==> src/rtl/crtc_dma_arb.sv <==
// CRTC row-buffer DMA / Z80 bus arbiter: BUSRQ/BUSAK handshake, RAM address mux, burst byte check.
// Optional BUSAK timeout abort is built when CRTC_DMA_TIMEOUT_EN is defined.
module crtc_dma_arb #(
  parameter int HOLDOFF   = 4,
  parameter int BURST_LEN = 120,
  parameter int TIMEOUT   = 1023
) (
  input  logic        clk,
  input  logic        rst_n,
  input  logic        crtc_busreq,
  output logic        crtc_busack,
  input  logic [16:0] crtc_adr,
  output logic [7:0]  crtc_data,
  output logic        cpu_busrq_n,
  input  logic        cpu_busak_n,
  input  logic [16:0] cpu_adr,
  output logic [16:0] mem_adr,
  input  logic [7:0]  mem_data,
  output logic        dma_active,
  output logic        burst_err,
  input  logic        err_clr,
  output logic        timeout_err
);

  typedef enum logic [2:0] {IDLE, REQ, GRANT, REL, HOLD} state_t;

  localparam int HW = (HOLDOFF > 0) ? $clog2(HOLDOFF + 1) : 1;

  if (TIMEOUT < 1 || TIMEOUT > 1023) begin : g_timeout_range
    $error("crtc_dma_arb: TIMEOUT must fit the 10-bit REQ counter");
  end

  state_t        state_q, state_d;
  logic          busak_s1_q, busak_s1_d, busak_s2_q, busak_s2_d;
  logic [16:0]   adr_prev_q, adr_prev_d;
  logic [7:0]    byte_cnt_q, byte_cnt_d;
  logic [HW-1:0] hold_cnt_q, hold_cnt_d;
  logic          pend_q, pend_d;
  logic          busrq_n_q, busrq_n_d, busack_q, busack_d, dma_q, dma_d;
  logic          burst_err_q, burst_err_d;
  logic [7:0]    data_q, data_d;
  logic          req_ok;

`ifdef CRTC_DMA_TIMEOUT_EN
  logic [9:0] to_cnt_q, to_cnt_d;
  logic       mask_q, mask_d, timeout_err_q, timeout_err_d;
  // A request that timed out stays ignored until the CRTC drops it.
  assign req_ok      = crtc_busreq & ~mask_q;
  assign timeout_err = timeout_err_q;
`else
  assign req_ok      = crtc_busreq;
  assign timeout_err = 1'b0;
`endif

  always_comb begin
    state_d     = state_q;
    busak_s1_d  = cpu_busak_n;
    busak_s2_d  = busak_s1_q;
    adr_prev_d  = crtc_adr;
    byte_cnt_d  = byte_cnt_q;
    hold_cnt_d  = hold_cnt_q;
    pend_d      = pend_q;
    busrq_n_d   = busrq_n_q;
    busack_d    = busack_q;
    dma_d       = dma_q;
    burst_err_d = burst_err_q & ~err_clr;
    data_d      = mem_data;
`ifdef CRTC_DMA_TIMEOUT_EN
    to_cnt_d      = to_cnt_q;
    mask_d        = mask_q & crtc_busreq;
    timeout_err_d = timeout_err_q & ~err_clr;
`endif
    case (state_q)
      IDLE: begin
        if (req_ok || pend_q) begin
          state_d   = REQ;
          busrq_n_d = 1'b0;
          pend_d    = 1'b0;
`ifdef CRTC_DMA_TIMEOUT_EN
          to_cnt_d  = '0;
`endif
        end
      end
      REQ: begin
        if (!crtc_busreq) begin
          state_d   = REL;
          busrq_n_d = 1'b1;
        end else if (!busak_s2_q) begin
          state_d    = GRANT;
          byte_cnt_d = '0;
          busack_d   = 1'b1;
          dma_d      = 1'b1;
        end
`ifdef CRTC_DMA_TIMEOUT_EN
        else if (to_cnt_q == 10'(TIMEOUT - 1)) begin
          state_d       = REL;
          busrq_n_d     = 1'b1;
          timeout_err_d = 1'b1;
          mask_d        = 1'b1;
        end else begin
          to_cnt_d = to_cnt_q + 10'd1;
        end
`endif
      end
      GRANT: begin
        if (crtc_adr != adr_prev_q && byte_cnt_q != 8'hFF)
          byte_cnt_d = byte_cnt_q + 8'd1;
        // The check includes an address step seen on the releasing clock.
        if (!crtc_busreq) begin
          state_d   = REL;
          busrq_n_d = 1'b1;
          busack_d  = 1'b0;
          dma_d     = 1'b0;
          if (byte_cnt_d != 8'(BURST_LEN))
            burst_err_d = 1'b1;
        end
      end
      REL: begin
        if (busak_s2_q) begin
          state_d    = HOLD;
          hold_cnt_d = HW'(HOLDOFF);
        end
      end
      HOLD: begin
        if (req_ok)
          pend_d = 1'b1;
        if (hold_cnt_q <= HW'(1)) begin
          hold_cnt_d = '0;
          state_d    = IDLE;
        end else begin
          hold_cnt_d = hold_cnt_q - HW'(1);
        end
      end
      default: state_d = IDLE;
    endcase
  end

  always_ff @(posedge clk or negedge rst_n) begin
    if (!rst_n) begin
      state_q       <= IDLE;
      busak_s1_q    <= 1'b1;
      busak_s2_q    <= 1'b1;
      adr_prev_q    <= '0;
      byte_cnt_q    <= '0;
      hold_cnt_q    <= '0;
      pend_q        <= 1'b0;
      busrq_n_q     <= 1'b1;
      busack_q      <= 1'b0;
      dma_q         <= 1'b0;
      burst_err_q   <= 1'b0;
      data_q        <= '0;
`ifdef CRTC_DMA_TIMEOUT_EN
      to_cnt_q      <= '0;
      mask_q        <= 1'b0;
      timeout_err_q <= 1'b0;
`endif
    end else begin
      state_q       <= state_d;
      busak_s1_q    <= busak_s1_d;
      busak_s2_q    <= busak_s2_d;
      adr_prev_q    <= adr_prev_d;
      byte_cnt_q    <= byte_cnt_d;
      hold_cnt_q    <= hold_cnt_d;
      pend_q        <= pend_d;
      busrq_n_q     <= busrq_n_d;
      busack_q      <= busack_d;
      dma_q         <= dma_d;
      burst_err_q   <= burst_err_d;
      data_q        <= data_d;
`ifdef CRTC_DMA_TIMEOUT_EN
      to_cnt_q      <= to_cnt_d;
      mask_q        <= mask_d;
      timeout_err_q <= timeout_err_d;
`endif
    end
  end

  assign cpu_busrq_n = busrq_n_q;
  assign crtc_busack = busack_q;
  assign dma_active  = dma_q;
  assign burst_err   = burst_err_q;
  assign crtc_data   = data_q;
  assign mem_adr     = dma_q ? crtc_adr : cpu_adr;

endmodule
==> config.mk <==
export PLATFORM = sky130hd
export DESIGN_NAME = crtc_dma_arb
export DESIGN_NICKNAME = d
export VERILOG_FILES = /design/src/rtl/crtc_dma_arb.sv
export SDC_FILE = /design/constraint.sdc
export NUM_CORES = 1
export LEC_CHECK = 0
export BUFFER_PORTS_ARGS = -buffer_cell sky130_fd_sc_hd__buf_2
export CAP_MARGIN = 20
export CORE_MARGIN = 2
export CORE_UTILIZATION = 45
export CTS_CLUSTER_SIZE = 16
export DETAILED_ROUTE_END_ITERATION = 8
export GPL_ROUTABILITY_DRIVEN = 0
export PLACE_DENSITY = 0.74
export RECOVER_POWER = 50
export SLEW_MARGIN = 40
export SYNTH_ARGS = -nofsm -noshare
export SYNTH_HDL_FRONTEND = slang
export SYNTH_SLANG_ARGS = --single-unit
==> constraint.sdc <==
create_clock -name clk -period 2.9 [get_ports clk]
set_input_delay 0.435 -clock clk [delete_from_list [all_inputs] [get_ports clk]]
set_output_delay 0.435 -clock clk [all_outputs]
set_load 0.01 [all_outputs]
==> impl_results.md, run 1 <==
* Antenna cells at 0
* Arrival @ worst endpoint at between 1.5 and 2 ns
* Comb pwr share at 0.343
* Placeable Area at roughly 4800 um2
* FMAX at about 460 MHz
* CP max FO at 20
* Num rows at 25
* CTS root buf: clkbuf_8
* Design area at 2770 um2
* Seq/Total Area, Yosys at 0.498
* Ratio of cells with drive above 1 in the final layout at 0.344
* Post-CTS Setup Inserts at 0
* CTS Hold Buffers Added at 0
* Die width at between 70 and 80 um
* Worst reg2reg endpoint: burst_err
* Final Hold Vio Count at 0
* CTS tree: built
* Slowest cell delay on critical path at 0.86 ns
* Drt total wl at around 4.4 mm
* Cells after synthesis at 205
* Min Tclk post-route at 2.16 ns
* GRT Total Usage at 0.169
* Pin count of the biggest net entering global routing at 46
* Vias/cell at between 5 and 6
* Area grow syn2layout at 22.1%
* Setup TNS at 0 ns
* Sw power at between 0.7 and 0.8 mW
* Iteration-0 DRC Markers at 136
* Initial antenna violation count at 0
* Clk sinks at 45
* Flops & latches, synth at between 40 and 50
* Async SR Flop Fraction at 1.00
* Sw Ratio at 0.358
* Initial DRT Pass Iterations at 4
* Die Y at 75.0 um
* Initial Utilization at 0.474
* Post-Syn Area at between 2000 and 2500 um2
* Clock transition at path regs at roughly 0.090 ns
* Reg2Reg Setup Slack at 0.82 ns
* Final setup viols at 0
* Max capacitance violation total at 0
* Clock share of power at 0.222
* Commonest cells after routing, fill and taps aside: buf_2 (57), dfrtp_1 (42), mux2_2 (18)
* HP Class: input port to async pin
* Post-route setup slack at 0.742 ns
* Reg2Reg Depth at 6
* Vias in the first global route at between 1500 and 2000
* Net count after synthesis at between 200 and 300
* Outcome: finished, final reports clean
* Power Dens Cells at approximately 770 nW/um2
* Unrepaired setup endpoints after global routing: false
* Reg-to-Reg Start: adr_prev_q[9]
* Setup slack at placement at between 0.5 and 0.6 ns
* Syn avg cell area at 11.1 um2
* Slew Limit Headroom at 0.470
* Grt total ovfl at 0
* Dpl cell area at around 2700 um2
* Latest clock arrival within the worst-skew pair at approximately 0.30 ns
* TritonCTS Buffers at 5
* Hpwl dp at roughly 3.2 mm
* Synthesis Warnings at 0
* Post-CTS sizing at 0
* Quantity of I/O buffers inserted on ports at 75
* Via Count at around 1800
* Layout net count at between 300 and 400
* Critical Path Source Type: flop
* DRC viols at 0
* Crit path from: dma_active
* Final Skew at about 0.0086 ns
* Clock Tree Buf Depth at 2
* Critical Path RT at between 2 and 2.5 ns
* Critical path class: flop to output port
* Max rail drop VDD at between 0.3 and 0.4 mV
* Commonest non-fill, non-tap cell in the layout: buf_2
* Slowest cell on crit path: dfrtp_1
* Distinct cells, synth at 55
* Crit path to: mem_adr[1]
* DP Cell Count at 335
* Final Cycle Share at 0.744
* EDFF count, synth at 0
* Wire per inst at approximately 13 um
* Max Slew Vio Count at 0
* H-tree Lvls at 2
* Worst Tran Pin Value at just under 0.8 ns
* Sequential share of power at 0.435
* First-pass GRT wire length at ~7.2 mm
* Worst path cell trace: mux2_2 -> buf_2
* Leak Pwr at between 1 and 1.5 nW
* Remaining antenna violation count at 0
* Main flop type after synthesis: dfrtp_1
* # IOs at 77
* Total internal power at approximately 1.4 mW
* Post-route insts no fill at 343
* CP endpoint kind: output port
* Die area at 5630 um2
==> synth_stat cells (4+ instances only) <==
master	number	area, um2
nor2_1	13	48.8
xor2_1	11	96.3
mux2_2	18	203
o21ai_0	9	45.0
dfrtp_1	42	1050
clkbuf_1	8	30.0
nand2_1	11	41.3
a21oi_1	5	25.0
a31oi_1	7	43.8
xnor2_1	8	70.1
inv_1	7	26.3
o211ai_1	4	30.0
nand2b_1	4	25.0
==> cell families after synthesis <==
family | synth area share
buffers and inverters | 0.0353
AOI/OAI and AO/OA | 0.134
muxes | 0.0937
adders and majority gates | 0.0165
xor gates and xnor gates | 0.0733
other | 0.00165
and+or+nand+nor | 0.148
DFF | 0.498
==> state kept, by name (all words and copies together) (netlist names) <==
| signal | flops |
|---|---|
| pend_q | 1 |
| busak_s1_q | 1 |
| adr_prev_q | 17 |
| state_q | 3 |
| cpu_busrq_n | 1 |
| dma_active | 1 |
| byte_cnt_q | 8 |
| hold_cnt_q | 3 |
| burst_err | 1 |
| busak_s2_q | 1 |
| crtc_data | 8 |
==> layout make-up <==
class	instances	area [um2]
tap	67	83.8
sequential	45	1130
inverter	7	26.3
clock buffer	5	68.8
fill	412	2010
clock inverter	3	46.3
multi-input combinational	141	1060
timing repair buffer	75	357
==> worst max-delay path, delay by kind of cell, from the launching register on <==
family / cells / cell delay, ns
buffers and inverters: 1 / 0.14
flip-flops: 1 / 0.86
multiplexers: 1 / 0.41
==> per-stage QoR <==
step / hold WS (ns) / power, mW / utilization
final: 0.113 / 2.13 / 0.579
after global routing: 0.166 / 2.28 / 0.579
after CTS: 0.135 / 2.16 / 0.584
after detailed placement: 0.356 / 1.67 / 0.559
after global placement: 0.347 / 1.65 / 0.559
after floorplan: 0.139 / 1.45 / -
==> metal layers <==
metal  up-vias  routed length (um)  track usage
met1       835                1910        0.217
met3         6                 335       0.0562
li1        871                   -            -
met4         0                  61       0.0595
met5         -                   0            0
met2        59                2040        0.270
==> power groups by stage <==
stage                     Sequential [mW]  Clock (mW)  Combinational, mW
final                               0.927       0.474              0.730
after global routing                0.949       0.513              0.822
after CTS                           0.926       0.489              0.741
after detailed placement            0.936           0              0.737
after global placement              0.931           0              0.719
after floorplan                     0.830           0              0.622
==> worst min path at each step <==
stage | startpoint | slack, ns | endpoint
floorplan | rst_n | 0.14 | adr_prev_q[0]
global placement | busak_s1_q | 0.35 | busak_s2_q
detailed placement | busak_s1_q | 0.36 | busak_s2_q
CTS | rst_n | 0.13 | crtc_data[2]
global route | rst_n | 0.17 | crtc_data[2]
finish | rst_n | 0.11 | hold_cnt_q[0]
Power figures use the tool's default switching activity.
==> inputs of run 2 (changes only) <==
==> constraint.sdc (replaced) <==
create_clock -name clk -period 2.2 [get_ports clk]
set_input_delay 0.33 -clock clk [delete_from_list [all_inputs] [get_ports clk]]
set_output_delay 0.33 -clock clk [all_outputs]
set_load 0.01 [all_outputs]
==> run 2 against run 1 <==
Sequential power is 26% higher. Non-clock buffer count grew 6. Critical endpoint is now burst_err. Global-route usage is 0.11 points higher. Flip-flop and latch count stayed put. Final cell count is 1.7% higher. Sequential share of layout area down 0.92 points. Setup slack lost 0.58 ns. Die area is the same. Clock power is 35% higher. Largest power group unchanged. Clock-buffer cell count grew 2. Critical path depth increased by 4.
==> impl_results.md, run 2 (same netlist as run 1, synthesis figures left out) <==
* Post-CTS Setup Inserts at 0 (unchanged)
* Ratio of cells with drive above 1 in the final layout at 0.351 (+0.00686)
* Reg-to-Reg Start: adr_prev_q[9]
* Unrepaired setup endpoints after global routing: false
* Post-route insts no fill at 349 (+1.7%)
* Latest clock arrival within the worst-skew pair at 0.30 ns (about the same)
* Vias/cell at 5.08 (-1.7%)
* Min Tclk post-route at around 2 ns
* DR WL met3 at 283 um (-16%)
* Area grow syn2layout at 24.9%
* Iteration-0 DRC Markers at 137 (+0.74%)
* Final setup viols at 0 (unchanged)
* HP Class: input port to flop
* CTS root buf: clkbuf_8
* Die Y at 75.0 um (unchanged)
* Reg2Reg Depth at 6 (unchanged)
* DRC viols at 0 (unchanged)
* Quantity of I/O buffers inserted on ports at 75 (unchanged)
* Hold WS at 0.126 ns (+0.0125 ns)
* Critical Path RT at 2.38 ns (-0.09 ns)
* GRT Total Usage at 0.170 (+0.00108)
* Placeable Area at 4790 um2 (unchanged)
* Total power at 2.86 mW (+34%)
* Reg2Reg Setup Slack at 0.16 ns (-0.66 ns)
* CTS tree: built
* Clk sinks at 45 (unchanged)
* Crit path to: burst_err
* Remaining antenna violation count at 0 (unchanged)
* Filler cells at 398 (-3.4%)
* Initial DRT Pass Iterations at 4 (unchanged)
* H-tree Lvls at 2 (unchanged)
* Antenna cells at 0 (unchanged)
* Max reg flops at 17 (unchanged)
* Initial Utilization at 0.474 (unchanged)
* Max rail drop VDD at 0.551 mV (+39%)
* Top sig layer: met4
* CP endpoint kind: flop
* Final Cycle Share at 0.927
* Hpwl dp at 3.30 mm (+4.3%)
* Pin count of the biggest net entering global routing at 26 (-43%)
* DR WL met2 at 2.03 mm (-0.74%)
* Worst reg2reg endpoint: burst_err
* Initial antenna violation count at 0 (unchanged)
* Final Hold Vio Count at 0 (unchanged)
* Power Dens Cells at 1010 nW/um2 (+31%)
* Commonest non-fill, non-tap cell in the layout: buf_2
* Final Skew at 0.00805 ns (-0.000575 ns)
* Leak Pwr at 1.26 nW (+2.8%)
* Outcome: finished, final reports clean
* Arrival @ worst endpoint at 2.21 ns (+0.49 ns)
* Clock transition at path regs at 0.09 ns (about the same)
* Worst Tran Pin Value at 1.15 ns (+0.357 ns)
* Max Slew Vio Count at 0 (unchanged)
* Critical Path Source Type: flop
* Die area at 5630 um2 (unchanged)
* Slew Limit Headroom at 0.232 (-0.238)
* Largest Register: adr_prev_q
* Die width at 75.0 um (unchanged)
* First-pass GRT wire length at 7.23 mm (+0.58%)
* Grt total ovfl at 0 (unchanged)
* Crit path from: adr_prev_q[9]
* Wire per inst at 12.6 um (-1.0%)
* # IOs at 77 (unchanged)
* DRT met1 WL at 2.00 mm (+4.7%)
* DP Cell Count at 340 (+1.5%)
* FMAX at 491 MHz
* TritonCTS Buffers at 5 (unchanged)
* CP max FO at 2 (-90%)
* Layout net count at 331 (+1.8%)
* Critical path class: flop to flop
* Drt total wl at 4.38 mm (+0.74%)
* Clock Tree Buf Depth at 2 (unchanged)
* Vias in the first global route at 1631 (-0.73%)
* Commonest cells after routing, fill and taps aside: buf_2 (57), dfrtp_1 (42), clkbuf_1 (19)
* Num rows at 25 (unchanged)
* Max capacitance violation total at 0 (unchanged)
* Via Count at 1772 (+0.056%)
run 2: area by class of cell:
class	count	area (um2)	area share
flip-flops and latches	45	1130	0.398
multi-input cells	141	1070	0.376
repair buffers	81	413	0.146
clock buffers	7	86.3	0.0305
well taps	67	83.8	0.0296
clock inverters	1	30.0	0.0106
inverters	7	26.3	0.00927
run 2: worst min-delay path by stage:
stage / from / end / cells after the start
6_report: cpu_busak_n / busak_s1_q / 1
5_1_grt: cpu_busak_n / busak_s1_q / 1
4_1_cts: cpu_busak_n / busak_s1_q / 1
3_5_place_dp: rst_n / crtc_data[2] / 1
3_3_place_gp: rst_n / crtc_data[7] / 1
2_1_floorplan: rst_n / adr_prev_q[0] / 0
run 2: worst max-delay path, stage by stage, from the launching register on:
cell	delay [ns]
dfrtp_1	0.38
xor2_1	0.16
nor4_4	0.34
and4_4	0.27
mux2_2	0.33
a2111oi_2	0.32
a31oi_1	0.12
run 2: stage by stage:
step / TNS [ns] / util / area (um2) / setup slack (ns)
6_report: 0 / 0.592 / 2840 / 0.161
5_1_grt: 0 / 0.592 / 2840 / 0.0199
4_1_cts: 0 / 0.596 / 2850 / 0.0864
3_5_place_dp: -0.000904 / 0.569 / 2730 / -0.000904
3_3_place_gp: 0 / 0.569 / 2730 / 0.0502
2_1_floorplan: 0 / - / 2270 / 0.227
run 2: per-layer routing:
| layer | GRT usage | vias to the layer above |
|---|---|---|
| li1 | - | 884 |
| met1 | 0.222 | 820 |
| met2 | 0.270 | 62 |
| met3 | 0.0455 | 6 |
| met4 | 0.0714 | 0 |
| met5 | 0 | - |
run 2: power by group:
group | internal [mW] | switching [mW] | total, mW
Combinational | 0.513 | 0.541 | 1.05
Sequential | 0.987 | 0.180 | 1.17
Clock | 0.370 | 0.271 | 0.642
Total | 1.87 | 0.992 | 2.86
run 2: what timing repair did:
item,in CTS,in global routing
endpoints found under the hold margin,20,0
resized for setup,0,2
endpoints found under the setup margin,0,1
hold buffers,1,0
==> inputs of run 3 (changes only) <==
--- a/config.mk
+++ b/config.mk
@@ -6,7 +6,6 @@
 export NUM_CORES = 1
 export LEC_CHECK = 0
 export BUFFER_PORTS_ARGS = -buffer_cell sky130_fd_sc_hd__buf_2
-export CAP_MARGIN = 20
 export CORE_MARGIN = 2
 export CORE_UTILIZATION = 45
 export CTS_CLUSTER_SIZE = 16
==> constraint.sdc (replaced) <==
create_clock -name clk -period 2.6 [get_ports clk]
set_input_delay 0.39 -clock clk [delete_from_list [all_inputs] [get_ports clk]]
set_output_delay 0.39 -clock clk [all_outputs]
set_load 0.01 [all_outputs]
==> run 3 against run 2 <==
Via count shrank 1.2%. Setup slack gained 0.32 ns. Global-route usage grew 0.21 points. Routed wire length grew 1.6%. Highest routed layer unchanged.
==> impl_results.md, run 3 (same netlist as run 1, synthesis figures left out) <==
* Vias in the first global route at 1616 (-0.92%)
* # IOs at 77 (unchanged)
* Hpwl dp at 3.28 mm (-0.56%)
* Latest clock arrival within the worst-skew pair at 0.30 ns (about the same)
* Slew Limit Headroom at 0.270 (+0.0372)
* Power Dens Cells at 836 nW/um2 (-17%)
* Design area at 2760 um2 (-2.8%)
* Leak Pwr at 1.22 nW (-3.2%)
* Wire per inst at 12.9 um (+3.1%)
* Max reg flops at 17 (unchanged)
* Iteration-0 DRC Markers at 133 (-2.9%)
* Vias/cell at 5.09 (+0.25%)
* Drt total wl at 4.45 mm (+1.6%)
* Via Count at 1751 (-1.2%)
* Commonest cells after routing, fill and taps aside: buf_2 (57), dfrtp_1 (42), mux2_2 (18)
* H-tree Lvls at 2 (unchanged)
* Grt total ovfl at 0 (unchanged)
* CP endpoint kind: flop
* Filler cells at 422 (+6.0%)
* Clk sinks at 45 (unchanged)
* Die width at 75.0 um (unchanged)
* GRT Total Usage at 0.172 (+0.00212)
* Max capacitance violation total at 0 (unchanged)
* Initial Utilization at 0.474 (unchanged)
* Quantity of I/O buffers inserted on ports at 75 (unchanged)
* Clock transition at path regs at 0.09 ns (about the same)
* Remaining antenna violation count at 0 (unchanged)
* Post-CTS sizing at 0 (unchanged)
* Final Hold Vio Count at 0 (unchanged)
* Critical Path RT at 2.78 ns (+0.40 ns)
* Layout net count at 326 (-1.5%)
* Initial antenna violation count at 0 (unchanged)
* Post-route insts no fill at 344 (-1.4%)
* Critical path class: flop to flop
* CP max FO at 2 (unchanged)
* Initial DRT Pass Iterations at 4 (unchanged)
* Commonest non-fill, non-tap cell in the layout: buf_2
* Min Tclk post-route at 2.12 ns (+0.0848 ns)
* DRC viols at 0 (unchanged)
* CTS tree: built
* Arrival @ worst endpoint at 2.30 ns (+0.09 ns)
* Final Cycle Share at 0.817 (-0.110)
* Dpl cell area at 2690 um2 (-1.5%)
* Max rail drop VDD at 0.468 mV (-15%)
* CTS root buf: clkbuf_8
* DP Cell Count at 336 (-1.2%)
* Setup TNS at 0 ns (unchanged)
* Placeable Area at 4790 um2 (unchanged)
* Final setup viols at 0 (unchanged)
* Post-CTS Setup Inserts at 0 (unchanged)
* FMAX at 471 MHz (-4.0%)
* Final Skew at 0.00570 ns (-0.00235 ns)
* Critical Path Source Type: flop
* Pin count of the biggest net entering global routing at 46 (+77%)
* Die area at 5630 um2 (unchanged)
* Max Slew Vio Count at 0 (unchanged)
* Area grow syn2layout at 21.4%
* CTS Hold Buffers Added at 0 (-1)
* Setup slack at placement at 0.309 ns (+0.310 ns)
* Die Y at 75.0 um (unchanged)
* TritonCTS Buffers at 5 (unchanged)
* Antenna cells at 0 (unchanged)
* Unrepaired setup endpoints after global routing: false
* First-pass GRT wire length at 7.36 mm (+1.8%)
* Post-route setup slack at 0.477 ns (+0.315 ns)
* Worst Tran Pin Value at 1.10 ns (-0.0558 ns)
* Num rows at 25 (unchanged)
* Clock Tree Buf Depth at 2 (unchanged)
* Largest Register: adr_prev_q
* Ratio of cells with drive above 1 in the final layout at 0.347 (-0.00449)
* HP Class: input port to flop
* Outcome: finished, final reports clean
==> run 3: per-layer routing <==
layer,part of all wire,global-route usage,vias up
met5,0,0,-
met4,0.015,0.0675,0
met3,0.075,0.0455,7
met2,0.45,0.267,67
met1,0.46,0.232,804
li1,-,-,873
==> run 3: final timing paths <==
| path | slack, ns | startpoint | endpoint | cells past startpoint |
|---|---|---|---|---|
| setup reg to reg | 0.48 | adr_prev_q[16] | burst_err | 6 |
| hold / removal | 0.18 | cpu_busak_n | busak_s1_q | 1 |
| hold reg to reg | 0.36 | busak_s1_q | busak_s2_q | 0 |
| min in group asynchronous | 0.28 | rst_n | adr_prev_q[16] | 1 |
| max in group asynchronous | 1.66 | rst_n | adr_prev_q[10] | 1 |
| setup / recovery | 0.48 | adr_prev_q[16] | burst_err | 6 |
==> run 3: area by class of cell <==
| type | count | area [um2] | share of cell area |
|---|---|---|---|
| well taps | 67 | 83.8 | 0.0304 |
| flip-flops and latches | 45 | 1130 | 0.410 |
| clock inverters | 3 | 25.0 | 0.00908 |
| multi-input cells | 141 | 1060 | 0.385 |
| clock buffers | 5 | 68.8 | 0.0250 |
| repair buffers | 76 | 362 | 0.131 |
| inverters | 7 | 26.3 | 0.00954 |
==> run 3: worst max-delay path: stages, from the launching register on <==
cell       delay [ns]
dfrtp_1          0.39
xor2_1           0.19
nor4_4           0.32
and4_4           0.27
mux2_2           0.32
a2111oi_0        0.38
a31oi_1          0.13
==> run 3: power breakdown <==
part	internal, mW	switching, mW	total (mW)
sequential	0.834	0.194	1.03
clock	0.194	0.260	0.454
combinational	0.410	0.411	0.821
==> run 3: stage by stage <==
stage / power, mW / hold WS, ns / utilization
after floorplan: 1.62 / 0.0944 / -
after global placement: 1.85 / 0.346 / 0.561
after detailed placement: 1.88 / 0.350 / 0.561
after CTS: 2.33 / 0.0906 / 0.581
after global routing: 2.48 / 0.163 / 0.576
final: 2.30 / 0.177 / 0.576
